===== config.mk =====
export PLATFORM = sky130hd
export DESIGN_NAME = dmux16_stream
export DESIGN_NICKNAME = d
export VERILOG_FILES = /design/src/rtl/dmux16_stream.sv
export SDC_FILE = /design/constraint.sdc
export NUM_CORES = 1
export LEC_CHECK = 0
export CAP_MARGIN = 20
export CORE_MARGIN = 2
export CORE_UTILIZATION = 50
export DETAILED_ROUTE_END_ITERATION = 8
export PLACE_DENSITY = 0.73
export SYNTH_ARGS = -nofsm -noshare
export SYNTH_HDL_FRONTEND = slang
export SYNTH_SLANG_ARGS = --single-unit

===== constraint.sdc =====
create_clock -name clk -period 4.82 [get_ports clk]
set_input_delay 1.205 -clock clk [delete_from_list [all_inputs] [get_ports clk]]
set_output_delay 1.205 -clock clk [all_outputs]
set_load 0.02 [all_outputs]

===== src/rtl/dmux16_stream.sv =====
// 1-to-2 stream demultiplexer: each accepted word is steered by in_sel into
// one of two independent FIFOs, so a stalled consumer blocks only its own traffic.
module dmux16_stream #(
  parameter int unsigned WIDTH = 16,
  parameter int unsigned DEPTH = 4
) (
  input  logic                     clk,
  input  logic                     reset,
  input  logic [WIDTH-1:0]         in_data,
  input  logic                     in_sel,
  input  logic                     in_valid,
  output logic                     in_ready,
  output logic [WIDTH-1:0]         a_data,
  output logic                     a_valid,
  input  logic                     a_ready,
  output logic [WIDTH-1:0]         b_data,
  output logic                     b_valid,
  input  logic                     b_ready,
  output logic [$clog2(DEPTH):0]   a_count,
  output logic [$clog2(DEPTH):0]   b_count
);

  localparam int unsigned PtrW = $clog2(DEPTH);
  localparam int unsigned CntW = PtrW + 1;

  typedef logic [PtrW-1:0]  ptr_t;
  typedef logic [CntW-1:0]  cnt_t;
  typedef logic [WIDTH-1:0] word_t;

  word_t a_mem_q [DEPTH];
  word_t a_mem_d [DEPTH];
  word_t b_mem_q [DEPTH];
  word_t b_mem_d [DEPTH];

  ptr_t a_wr_ptr_q, a_wr_ptr_d, a_rd_ptr_q, a_rd_ptr_d;
  ptr_t b_wr_ptr_q, b_wr_ptr_d, b_rd_ptr_q, b_rd_ptr_d;
  cnt_t a_count_q, a_count_d;
  cnt_t b_count_q, b_count_d;

  logic a_full, b_full;
  logic a_push, b_push;
  logic a_pop, b_pop;

  // Full is judged on current occupancy only; a same-cycle pop does not free a slot.
  assign a_full   = (a_count_q == cnt_t'(DEPTH));
  assign b_full   = (b_count_q == cnt_t'(DEPTH));
  assign in_ready = in_sel ? !b_full : !a_full;

  assign a_push = in_valid && in_ready && !in_sel;
  assign b_push = in_valid && in_ready &&  in_sel;

  assign a_valid = (a_count_q != '0);
  assign b_valid = (b_count_q != '0);

  // Pop needs a stored word, so an empty FIFO never passes a push straight through.
  assign a_pop = a_valid && a_ready;
  assign b_pop = b_valid && b_ready;

  assign a_data  = a_valid ? a_mem_q[a_rd_ptr_q] : '0;
  assign b_data  = b_valid ? b_mem_q[b_rd_ptr_q] : '0;
  assign a_count = a_count_q;
  assign b_count = b_count_q;

  always_comb begin
    a_mem_d    = a_mem_q;
    a_wr_ptr_d = a_wr_ptr_q;
    a_rd_ptr_d = a_rd_ptr_q;
    if (a_push) begin
      a_mem_d[a_wr_ptr_q] = in_data;
      a_wr_ptr_d          = a_wr_ptr_q + ptr_t'(1);
    end
    if (a_pop) begin
      a_rd_ptr_d = a_rd_ptr_q + ptr_t'(1);
    end
    a_count_d = a_count_q + cnt_t'(a_push) - cnt_t'(a_pop);
  end

  always_comb begin
    b_mem_d    = b_mem_q;
    b_wr_ptr_d = b_wr_ptr_q;
    b_rd_ptr_d = b_rd_ptr_q;
    if (b_push) begin
      b_mem_d[b_wr_ptr_q] = in_data;
      b_wr_ptr_d          = b_wr_ptr_q + ptr_t'(1);
    end
    if (b_pop) begin
      b_rd_ptr_d = b_rd_ptr_q + ptr_t'(1);
    end
    b_count_d = b_count_q + cnt_t'(b_push) - cnt_t'(b_pop);
  end

  always_ff @(posedge clk) begin
    if (reset) begin
      for (int i = 0; i < int'(DEPTH); i++) begin
        a_mem_q[i] <= '0;
        b_mem_q[i] <= '0;
      end
      a_wr_ptr_q <= '0;
      a_rd_ptr_q <= '0;
      a_count_q  <= '0;
      b_wr_ptr_q <= '0;
      b_rd_ptr_q <= '0;
      b_count_q  <= '0;
    end else begin
      a_mem_q    <= a_mem_d;
      b_mem_q    <= b_mem_d;
      a_wr_ptr_q <= a_wr_ptr_d;
      a_rd_ptr_q <= a_rd_ptr_d;
      a_count_q  <= a_count_d;
      b_wr_ptr_q <= b_wr_ptr_d;
      b_rd_ptr_q <= b_rd_ptr_d;
      b_count_q  <= b_count_d;
    end
  end

endmodule


==> impl_metrics.env, run 1 <==
export IMPL_yosysWarnings=0
export IMPL_worstMarginPinSlew_ps=879.5
export IMPL_grt_pass1_wl_mm=23.30
export IMPL_cap_violations=0
export IMPL_rows=42
export IMPL_net_switching_power_mw=1.029
export IMPL_numCtsBuffers=17
export IMPL_grt_pass1_vias=4554
export IMPL_end_kind="output pin"
export IMPL_die_h_um=121.3
export IMPL_num_nets_final=691
export IMPL_p_int_mw=2.414
export IMPL_path_class="input port to output pin"
export IMPL_r2r_end="b_count[2]"
export IMPL_vdd_ir_drop_max_uv=424.7
export IMPL_min_from="b_mem_q[46]"
export IMPL_holdBufCountCts=0
export IMPL_fmax_mhz=247.0
export IMPL_clkPwrFrac=0.331
export IMPL_hpwl_mm=9.125
export IMPL_drc_errors=0
export IMPL_slew_headroom=0.4122
export IMPL_io_buffers=62
export IMPL_synth_net_count=658
export IMPL_r2r_start="b_count[2]"
export IMPL_cts_buffer_depth=2
export IMPL_period_share=0.8400
export IMPL_ff_latch_area_sq_mm=0.002843
export IMPL_drt_wl_total_mm=14.02
export IMPL_design_area_sq_mm=0.008033
export IMPL_sw_frac_of_total=0.2989
export IMPL_h_tree_depth=4
export IMPL_dieArea_sq_mm=0.01472
export IMPL_hold_violations=0
export IMPL_slew_violations=0
export IMPL_crit_arrival_ps=2840
export IMPL_vias=4394
export IMPL_power_density_mw_per_mm2=428.5
export IMPL_yosys_area_top_type_share=0.4129
export IMPL_cts_setup_buffers=0
export IMPL_area_delta_synth_final_pct=16.68
export IMPL_n_fill_cell=1075
export IMPL_place_congestion=0.7240
export IMPL_antenna_left=0
export IMPL_hp_class="flop to flop"
export IMPL_rsz0062_at_grt="no"
export IMPL_cts_tree="done"
export IMPL_finish_utilization=0.6018
export IMPL_grt_remaining_overflow=0
export IMPL_required_ps=3620
export IMPL_yosysMostFrequentCell="nand2b_1"
export IMPL_placedInstanceArea_sq_mm=0.007501
export IMPL_setup_viol=0
export IMPL_p_total_mw=3.442
export IMPL_clk_latency_ps=410
export IMPL_leakage_nw=3.579
export IMPL_synth_ff_type="dfxtp_1"
export IMPL_synth_edff_count=0
export IMPL_critPathLaunchType="input port"
export IMPL_synth_seq_cells=142
export IMPL_cts_sinks=142
export IMPL_die_w_um=121.3
export IMPL_netlist_instances=622
export IMPL_power_share_sequential=0.393
export IMPL_ys_types=32
export IMPL_async_flop_share=0
export IMPL_yosysTopAreaCell="dfxtp_1"
export IMPL_whs_path_depth=2
export IMPL_grtUsageTotal=0.2064
export IMPL_yosys_top_cells_count="nand2b_1 (148), dfxtp_1 (142), mux2i_1 (130), nor2b_1 (34), mux4_2 (32)"
export IMPL_yosysSeqAreaShare=0.4129
export IMPL_avgRoutedWirePerCell_um=16.73
export IMPL_path_max_fanout=13
export IMPL_r2r_cells=11
export IMPL_first_iter_violations=212
export IMPL_fin_crit_ps=4049
export IMPL_comb_power_share=0.276
export IMPL_root_buffer="clkbuf_16"
export IMPL_netlist_top_cells_area="dfxtp_1 (41%), mux2i_1 (19%), nand2b_1 (13%)"
export IMPL_via_per_inst=5.243
export IMPL_start_util=0.5157
export IMPL_r2r_slack_ps=2170
export IMPL_drive_gt1_frac=0.1178
export IMPL_core_sq_mm=0.01335
export IMPL_drt_pass1_iter_count=4
export IMPL_antenna_diode_count=0
export IMPL_syn_area_sq_mm=0.006884
export IMPL_fin_skew_ps=5.749
export IMPL_path_clk_slew_ps=50
export IMPL_synth_avg_cell_area_sq_um=11.07
export IMPL_io_pins=63
export IMPL_fin_setup_tns_ps=0
export IMPL_grt_antenna_before_repair=0
export IMPL_grt_max_degree=88
export IMPL_multiInputGateArea_sq_mm=0.003680
export IMPL_holdPathEnd="b_mem_q[46]"
export IMPL_status="completed"
export IMPL_post_cts_resized=0
[power groups by stage]
stage	logic (mW)	clock network (mW)	registers [mW]
3_5_place_dp	0.965	0	1.38
5_1_grt	1.04	1.22	1.37
3_3_place_gp	0.938	0	1.37
2_1_floorplan	0.659	0	1.35
6_report	0.950	1.14	1.35
4_1_cts	0.968	1.16	1.35
[registers in the layout, summed over array words and instances (netlist names)]
register    cells
a_mem_q        64
b_mem_q        64
a_count         3
b_count         3
a_rd_ptr_q      2
a_wr_ptr_q      2
b_rd_ptr_q      2
b_wr_ptr_q      2
[critical path, cell delays in order]
cell             delay (ps)
clkdlybuf4s50_1         720
mux2_2                  380
clkdlybuf4s50_1         530
[layout by cell type (no fill, tap or decap), types with 3 or more instances in the layout]
| cell type | instances |
|---|---|
| nor2b_1 | 34 |
| dfxtp_1 | 142 |
| inv_1 | 14 |
| nor2_1 | 10 |
| mux4_2 | 32 |
| clkbuf_8 | 5 |
| mux2i_1 | 130 |
| mux2_2 | 3 |
| buf_4 | 12 |
| nand2b_1 | 148 |
| ha_1 | 12 |
| xor2_1 | 4 |
| nand4b_1 | 4 |
| clkdlybuf4s50_1 | 61 |
| clkbuf_16 | 17 |
[final cells by class]
type,instances,area share
clock buffers,24,0.06246
clock inverters,2,0.001246
inverters,14,0.006542
multi-input cells,405,0.4581
flip-flops and latches,142,0.3539
well taps,176,0.02741
repair buffers,75,0.09034
[metrics by stage]
| step | instances | hold slack, ps | setup slack, ps |
|---|---|---|---|
| 6_report | 838 | 470.6 | 771.0 |
| 5_1_grt | 838 | 492.9 | 705.5 |
| 3_3_place_gp | 811 | 456.5 | 824.3 |
| 4_1_cts | 837 | 472.9 | 770.0 |
| 3_5_place_dp | 811 | 462.4 | 777.2 |
| 2_1_floorplan | 622 | 445.5 | 1698 |
[per-layer routing]
layer | track usage | vias to the layer above | part of all wire | routed length (um)
met2 | 0.3325 | 94 | 0.47 | 6596
li1 | - | 2166 | - | -
met3 | 0.04934 | 19 | 0.038 | 529
met1 | 0.2765 | 2115 | 0.48 | 6719
met5 | 0 | - | 0 | 0
met4 | 0.06178 | 0 | 0.012 | 173
[logic make-up after synthesis]
family / count (synthesis) / synth area share
xor gates and xnor gates: 4 / 0.005089
adders and majority gates: 14 / 0.02763
buffers and inverters: 75 / 0.05398
muxes: 165 / 0.2986
AOI/OAI and AO/OA: 6 / 0.005089
DFF: 142 / 0.4129
and+or+nand+nor: 216 / 0.1967
[worst max-delay path by stage]
stage / start / endpoint / slack (ps)
after CTS: in_sel / in_ready / 770
after detailed placement: in_sel / in_ready / 780
final: in_sel / in_ready / 770
after floorplan: in_valid / a_count[2] / 1700
after global routing: in_sel / in_ready / 710
after global placement: in_sel / in_ready / 820
No activity file was read; power rests on OpenSTA's default activity.
==> run 2: changes to the inputs <==
clock period = 4.1 ns   (was 4.82 ns; I/O delays follow)
==> run 2 against run 1 <==
Against the previous run: register-to-register slack worse by 700 ps; largest cell class unchanged; worst hold slack better by 1.4 ps; core utilization up 0.97 points; clock skew down 2.3 ps; sequential power up 16%; combinational power up 21%; via count up 0.43%; power up 25%; critical path depth up 1.
==> impl_metrics.env, run 2 (synthesized netlist as in run 1, its figures left out) <==
export IMPL_grt_antenna_before_repair=0
export IMPL_cp_depth=4
export IMPL_numCtsBuffers=17
export IMPL_grt_pass1_vias=4642
export IMPL_grtUsageTotal=0.2084
export IMPL_grt_remaining_overflow=0
export IMPL_fmax_mhz=287.9
export IMPL_holdBufCountCts=0
export IMPL_r2r_start="b_count[2]"
export IMPL_antenna_left=0
export IMPL_slew_headroom=0.4079
export IMPL_fin_skew_ps=3.494
export IMPL_slew_violations=0
export IMPL_fin_crit_ps=3473
export IMPL_place_congestion=0.7276
export IMPL_core_sq_mm=0.01335
export IMPL_r2r_slack_ps=1470
export IMPL_via_per_inst=5.210
export IMPL_worstMarginPinSlew_ps=886.0
export IMPL_h_tree_depth=4
export IMPL_cts_sinks=142
export IMPL_drive_gt1_frac=0.1282
export IMPL_cts_buffer_depth=2
export IMPL_area_delta_synth_final_pct=18.56
export IMPL_dp_slack_ps=560.2
export IMPL_io_pins=63
export IMPL_status="completed"
export IMPL_hold_violations=0
export IMPL_final_cell_mix="nand2b_1 (148), dfxtp_1 (142), mux2i_1 (130), clkdlybuf4s50_1 (61), nor2b_1 (34)"
export IMPL_setup_viol=0
export IMPL_fin_setup_tns_ps=0
export IMPL_vdd_ir_drop_max_uv=442.3
export IMPL_slowest_stage="dfxtp_1"
export IMPL_period_share=0.8471
export IMPL_path_max_fanout=13
export IMPL_power_density_mw_per_mm2=527.6
export IMPL_die_w_um=121.3
export IMPL_rows=42
export IMPL_fin_ws_ps=626.9
export IMPL_cts_tree="done"
export IMPL_design_area_sq_mm=0.008162
export IMPL_placedInstanceArea_sq_mm=0.007551
export IMPL_mostFrequentLayoutCell="nand2b_1"
export IMPL_hpwl_mm=9.450
export IMPL_post_cts_resized=0
export IMPL_cts_setup_buffers=0
export IMPL_start_util=0.5157
export IMPL_critPathLaunchType="flop"
export IMPL_num_nets_final=695
export IMPL_crit_buf_inv=2
export IMPL_rsz0062_at_grt="no"
export IMPL_dieArea_sq_mm=0.01472
export IMPL_crit_chain="buf_12 -> mux4_2 -> nor2b_1 -> clkdlybuf4s50_1"
export IMPL_die_h_um=121.3
export IMPL_r2r_end="b_count[2]"
export IMPL_io_buffers=62
export IMPL_biggestRegsByFlops="a_mem_q (64), b_mem_q (64)"
export IMPL_drt_wl_total_mm=14.49
export IMPL_crit_path_start="a_rd_ptr_q[0]"
export IMPL_hp_class="flop to flop"
export IMPL_critical_path_top_delay_family="buffers and inverters"
export IMPL_required_ps=3070
export IMPL_r2r_cells=11
export IMPL_avgRoutedWirePerCell_um=17.11
export IMPL_endpoint="a_data[13]"
export IMPL_leakage_nw=3.645
export IMPL_crit_arrival_ps=2450
export IMPL_hold_slack_ps=472.0
export IMPL_grt_pass1_wl_mm=23.74
export IMPL_clk_latency_ps=410
export IMPL_path_class="flop to output pin"
export IMPL_first_iter_violations=284
export IMPL_max_stage_delay_ps=580
export IMPL_drc_errors=0
export IMPL_end_kind="output pin"
export IMPL_drt_pass1_iter_count=5
export IMPL_path_clk_slew_ps=60
export IMPL_vias=4413
export IMPL_root_buffer="clkbuf_16"
export IMPL_grt_max_degree=67
export IMPL_antenna_diode_count=0
export IMPL_cap_violations=0
run 2: routing by layer:
metal | global-route usage | routed length, um | vias to the layer above | part of all wire
met5 | 0 | 0 | - | 0
met4 | 0.05101 | 174 | 0 | 0.012
met3 | 0.05028 | 485 | 13 | 0.033
met2 | 0.3434 | 6959 | 73 | 0.48
met1 | 0.2767 | 6873 | 2154 | 0.47
li1 | - | - | 2173 | -
run 2: cell type report:
type                            count  area, sq um
Timing Repair Buffer               79        755.7
Multi-Input combinational cell    405         3680
Sequential cell                   142         2843
Clock buffer                       25        505.5
Fill cell                        1100         5186
Clock inverter                      6        105.1
Inverter                           14        52.55
Tap cell                          176        220.2
run 2: worst reg2reg max path: cells and delay by family, from the launching register on:
kind	cells	cell delay [ps]
AND/OR/NAND/NOR	4	1090
flip-flops	1	420
XOR/XNOR	1	170
buffers and inverters	3	150
adder cells (fa/ha/maj)	3	720
run 2: stage by stage:
stage                     std cells  total power, mW    util
final                           847            4.306  0.6115
after global routing            847            4.507  0.6115
after CTS                       847            4.346  0.6115
after detailed placement        816            2.763  0.5657
after global placement          816            2.728  0.5657
after floorplan                 622            2.367       -
run 2: how the worst min path moves through the flow:
stage,from,to,cells after the start
after CTS,b_mem_q[59],b_mem_q[59],2
after detailed placement,b_mem_q[59],b_mem_q[59],2
after global placement,b_mem_q[44],b_mem_q[44],2
final,b_mem_q[46],b_mem_q[46],2
after floorplan,b_mem_q[44],b_mem_q[44],2
after global routing,b_mem_q[59],b_mem_q[59],2
run 2: report_power, final:
group / switching, mW / internal, mW / total [mW] / leakage, nW
sequential: 0.0968 / 1.47 / 1.57 / 1.15
clock: 0.555 / 1.03 / 1.59 / 0.303
combinational: 0.602 / 0.545 / 1.15 / 2.19
==> run 3: changes to the inputs <==
clock period = 3.3 ns   (was 4.1 ns; I/O delays follow)
==> run 3 against run 2 <==
Against the previous run: largest power group is now registers; via count increased by 1.0%; cell count rose by 0.35%; power increased by 22%; first-iteration DRC count increased by 10%; worst setup slack got worse by 470 ps; routed wire length decreased by 2.0%; flip-flop and latch count unchanged; worst hold slack got worse by 2.0 ps; sequential power up 25%; sequential share of layout area increased by 0.063 points; design area down 0.14%; clock power grew 16%.
==> impl_metrics.env, run 3 (synthesized netlist as in run 1, its figures left out) <==
export IMPL_status="completed"
export IMPL_n_fill_cell=1114
export IMPL_vias=4459
export IMPL_critPathLaunchType="input port"
export IMPL_antenna_left=0
export IMPL_cap_violations=0
export IMPL_slew_headroom=0.5560
export IMPL_crit_chain="clkdlybuf4s50_1 -> mux2_2 -> clkdlybuf4s50_1"
export IMPL_path_max_fanout=8
export IMPL_fin_skew_ps=5.571
export IMPL_holdPathEnd="b_mem_q[58]"
export IMPL_r2r_slack_ps=640
export IMPL_drive_gt1_frac=0.1306
export IMPL_max_stage_delay_ps=590
export IMPL_rows=42
export IMPL_grt_pass1_vias=4705
export IMPL_hp_class="flop to flop"
export IMPL_post_cts_resized=0
export IMPL_num_nets_final=697
export IMPL_r2r_end="b_count[2]"
export IMPL_drc_errors=0
export IMPL_first_iter_violations=313
export IMPL_cts_setup_buffers=0
export IMPL_io_pins=63
export IMPL_grt_antenna_before_repair=0
export IMPL_fin_setup_tns_ps=0
export IMPL_rsz0062_at_grt="no"
export IMPL_drt_wl_total_mm=14.21
export IMPL_fmax_mhz=318.3
export IMPL_vdd_ir_drop_max_uv=572.1
export IMPL_crit_buf_inv=2
export IMPL_power_density_mw_per_mm2=643.0
export IMPL_io_buffers=62
export IMPL_core_sq_mm=0.01335
export IMPL_worstMarginPinSlew_ps=666.0
export IMPL_grt_remaining_overflow=0
export IMPL_mostFrequentLayoutCell="nand2b_1"
export IMPL_holdBufCountCts=0
export IMPL_r2r_start="b_count[2]"
export IMPL_period_share=0.9520
export IMPL_grt_max_degree=51
export IMPL_hpwl_mm=9.289
export IMPL_path_class="input port to output pin"
export IMPL_drt_pass1_iter_count=4
export IMPL_required_ps=2470
export IMPL_root_buffer="clkbuf_16"
export IMPL_fin_ws_ps=158.3
export IMPL_via_per_inst=5.246
export IMPL_whs_path_depth=2
export IMPL_slew_violations=0
export IMPL_fin_crit_ps=3142
export IMPL_clk_latency_ps=420
export IMPL_antenna_diode_count=0
export IMPL_die_h_um=121.3
export IMPL_hold_violations=0
export IMPL_path_clk_slew_ps=50
export IMPL_leakage_nw=3.639
export IMPL_min_from="b_mem_q[58]"
export IMPL_die_w_um=121.3
export IMPL_cts_buffer_depth=2
export IMPL_h_tree_depth=4
export IMPL_cts_sinks=142
export IMPL_setup_viol=0
export IMPL_dieArea_sq_mm=0.01472
export IMPL_placedInstanceArea_sq_mm=0.007579
export IMPL_grt_pass1_wl_mm=23.27
export IMPL_place_congestion=0.7207
export IMPL_r2r_cells=11
export IMPL_area_delta_synth_final_pct=18.39
export IMPL_end_kind="output pin"
export IMPL_crit_top_cell="clkdlybuf4s50_1"
export IMPL_design_area_sq_mm=0.008150
export IMPL_avgRoutedWirePerCell_um=16.72
export IMPL_crit_arrival_ps=2320
export IMPL_final_cell_mix="nand2b_1 (148), dfxtp_1 (141), mux2i_1 (130), clkdlybuf4s50_1 (61), nor2b_1 (34)"
export IMPL_cts_tree="done"
export IMPL_start_util=0.5157
export IMPL_finish_utilization=0.6106
export IMPL_numCtsBuffers=17
export IMPL_grtUsageTotal=0.2072
export IMPL_biggestRegsByFlops="a_mem_q (64), b_mem_q (64)"
export IMPL_dp_slack_ps=121.5
export IMPL_slowest_stage="clkdlybuf4s50_1"
export IMPL_critical_path_top_delay_family="buffers and inverters"
## run 3: cell count changes in the layout (fill, tap and decap cells not counted)
cell,change
clkbuf_1,+2
bufinv_16,-1
buf_4,+1
buf_12,+1
clkbuf_8,-2
dfxtp_2,+1
clkinv_2,+2
dfxtp_1,-1
## run 3: how the worst max path moves through the flow
stage | from | to | slack (ps) | cells past startpoint
floorplan | in_valid | a_count[2] | 560 | 11
global placement | in_sel | in_ready | 190 | 3
detailed placement | in_sel | b_count[2] | 120 | 11
CTS | b_rd_ptr_q[1] | b_data[5] | 20 | 4
global route | a_rd_ptr_q[0] | a_data[15] | 90 | 4
finish | in_sel | in_ready | 160 | 3
## run 3: metrics by stage
stage,hold slack [ps],power (mW),instances
global placement,455.2,3.416,818
detailed placement,463.6,3.453,818
finish,470.0,5.241,850
CTS,472.6,5.294,850
floorplan,445.5,2.941,622
global route,485.3,5.499,850
## run 3: routing by layer
metal  share of wire  wire length, um  global-route usage
met1            0.44             6298              0.2618
met2            0.49             6914              0.3413
met3           0.058              826             0.05733
met4           0.012              168             0.07184
met5               0                0                   0
## run 3: worst min-delay path, delay by kind of cell, from the launching register on
family,cells,cell delay [ps]
simple gates,1,60
flops,1,310
mux,1,50
## run 3: where the power goes
group,switching [mW],internal [mW]
clock,0.676,1.17
sequential,0.126,1.83
combinational,0.749,0.691
total,1.55,3.69
## run 3: layout make-up
type	count	area, sq um	share of cell area
Tap cell	176	220.2	0.02702
Multi-Input combinational cell	405	3680	0.4515
Inverter	14	52.55	0.006448
Clock buffer	25	485.5	0.05956
Clock inverter	7	85.08	0.01044
Sequential cell	142	2844	0.3489
Timing Repair Buffer	81	783.3	0.09610
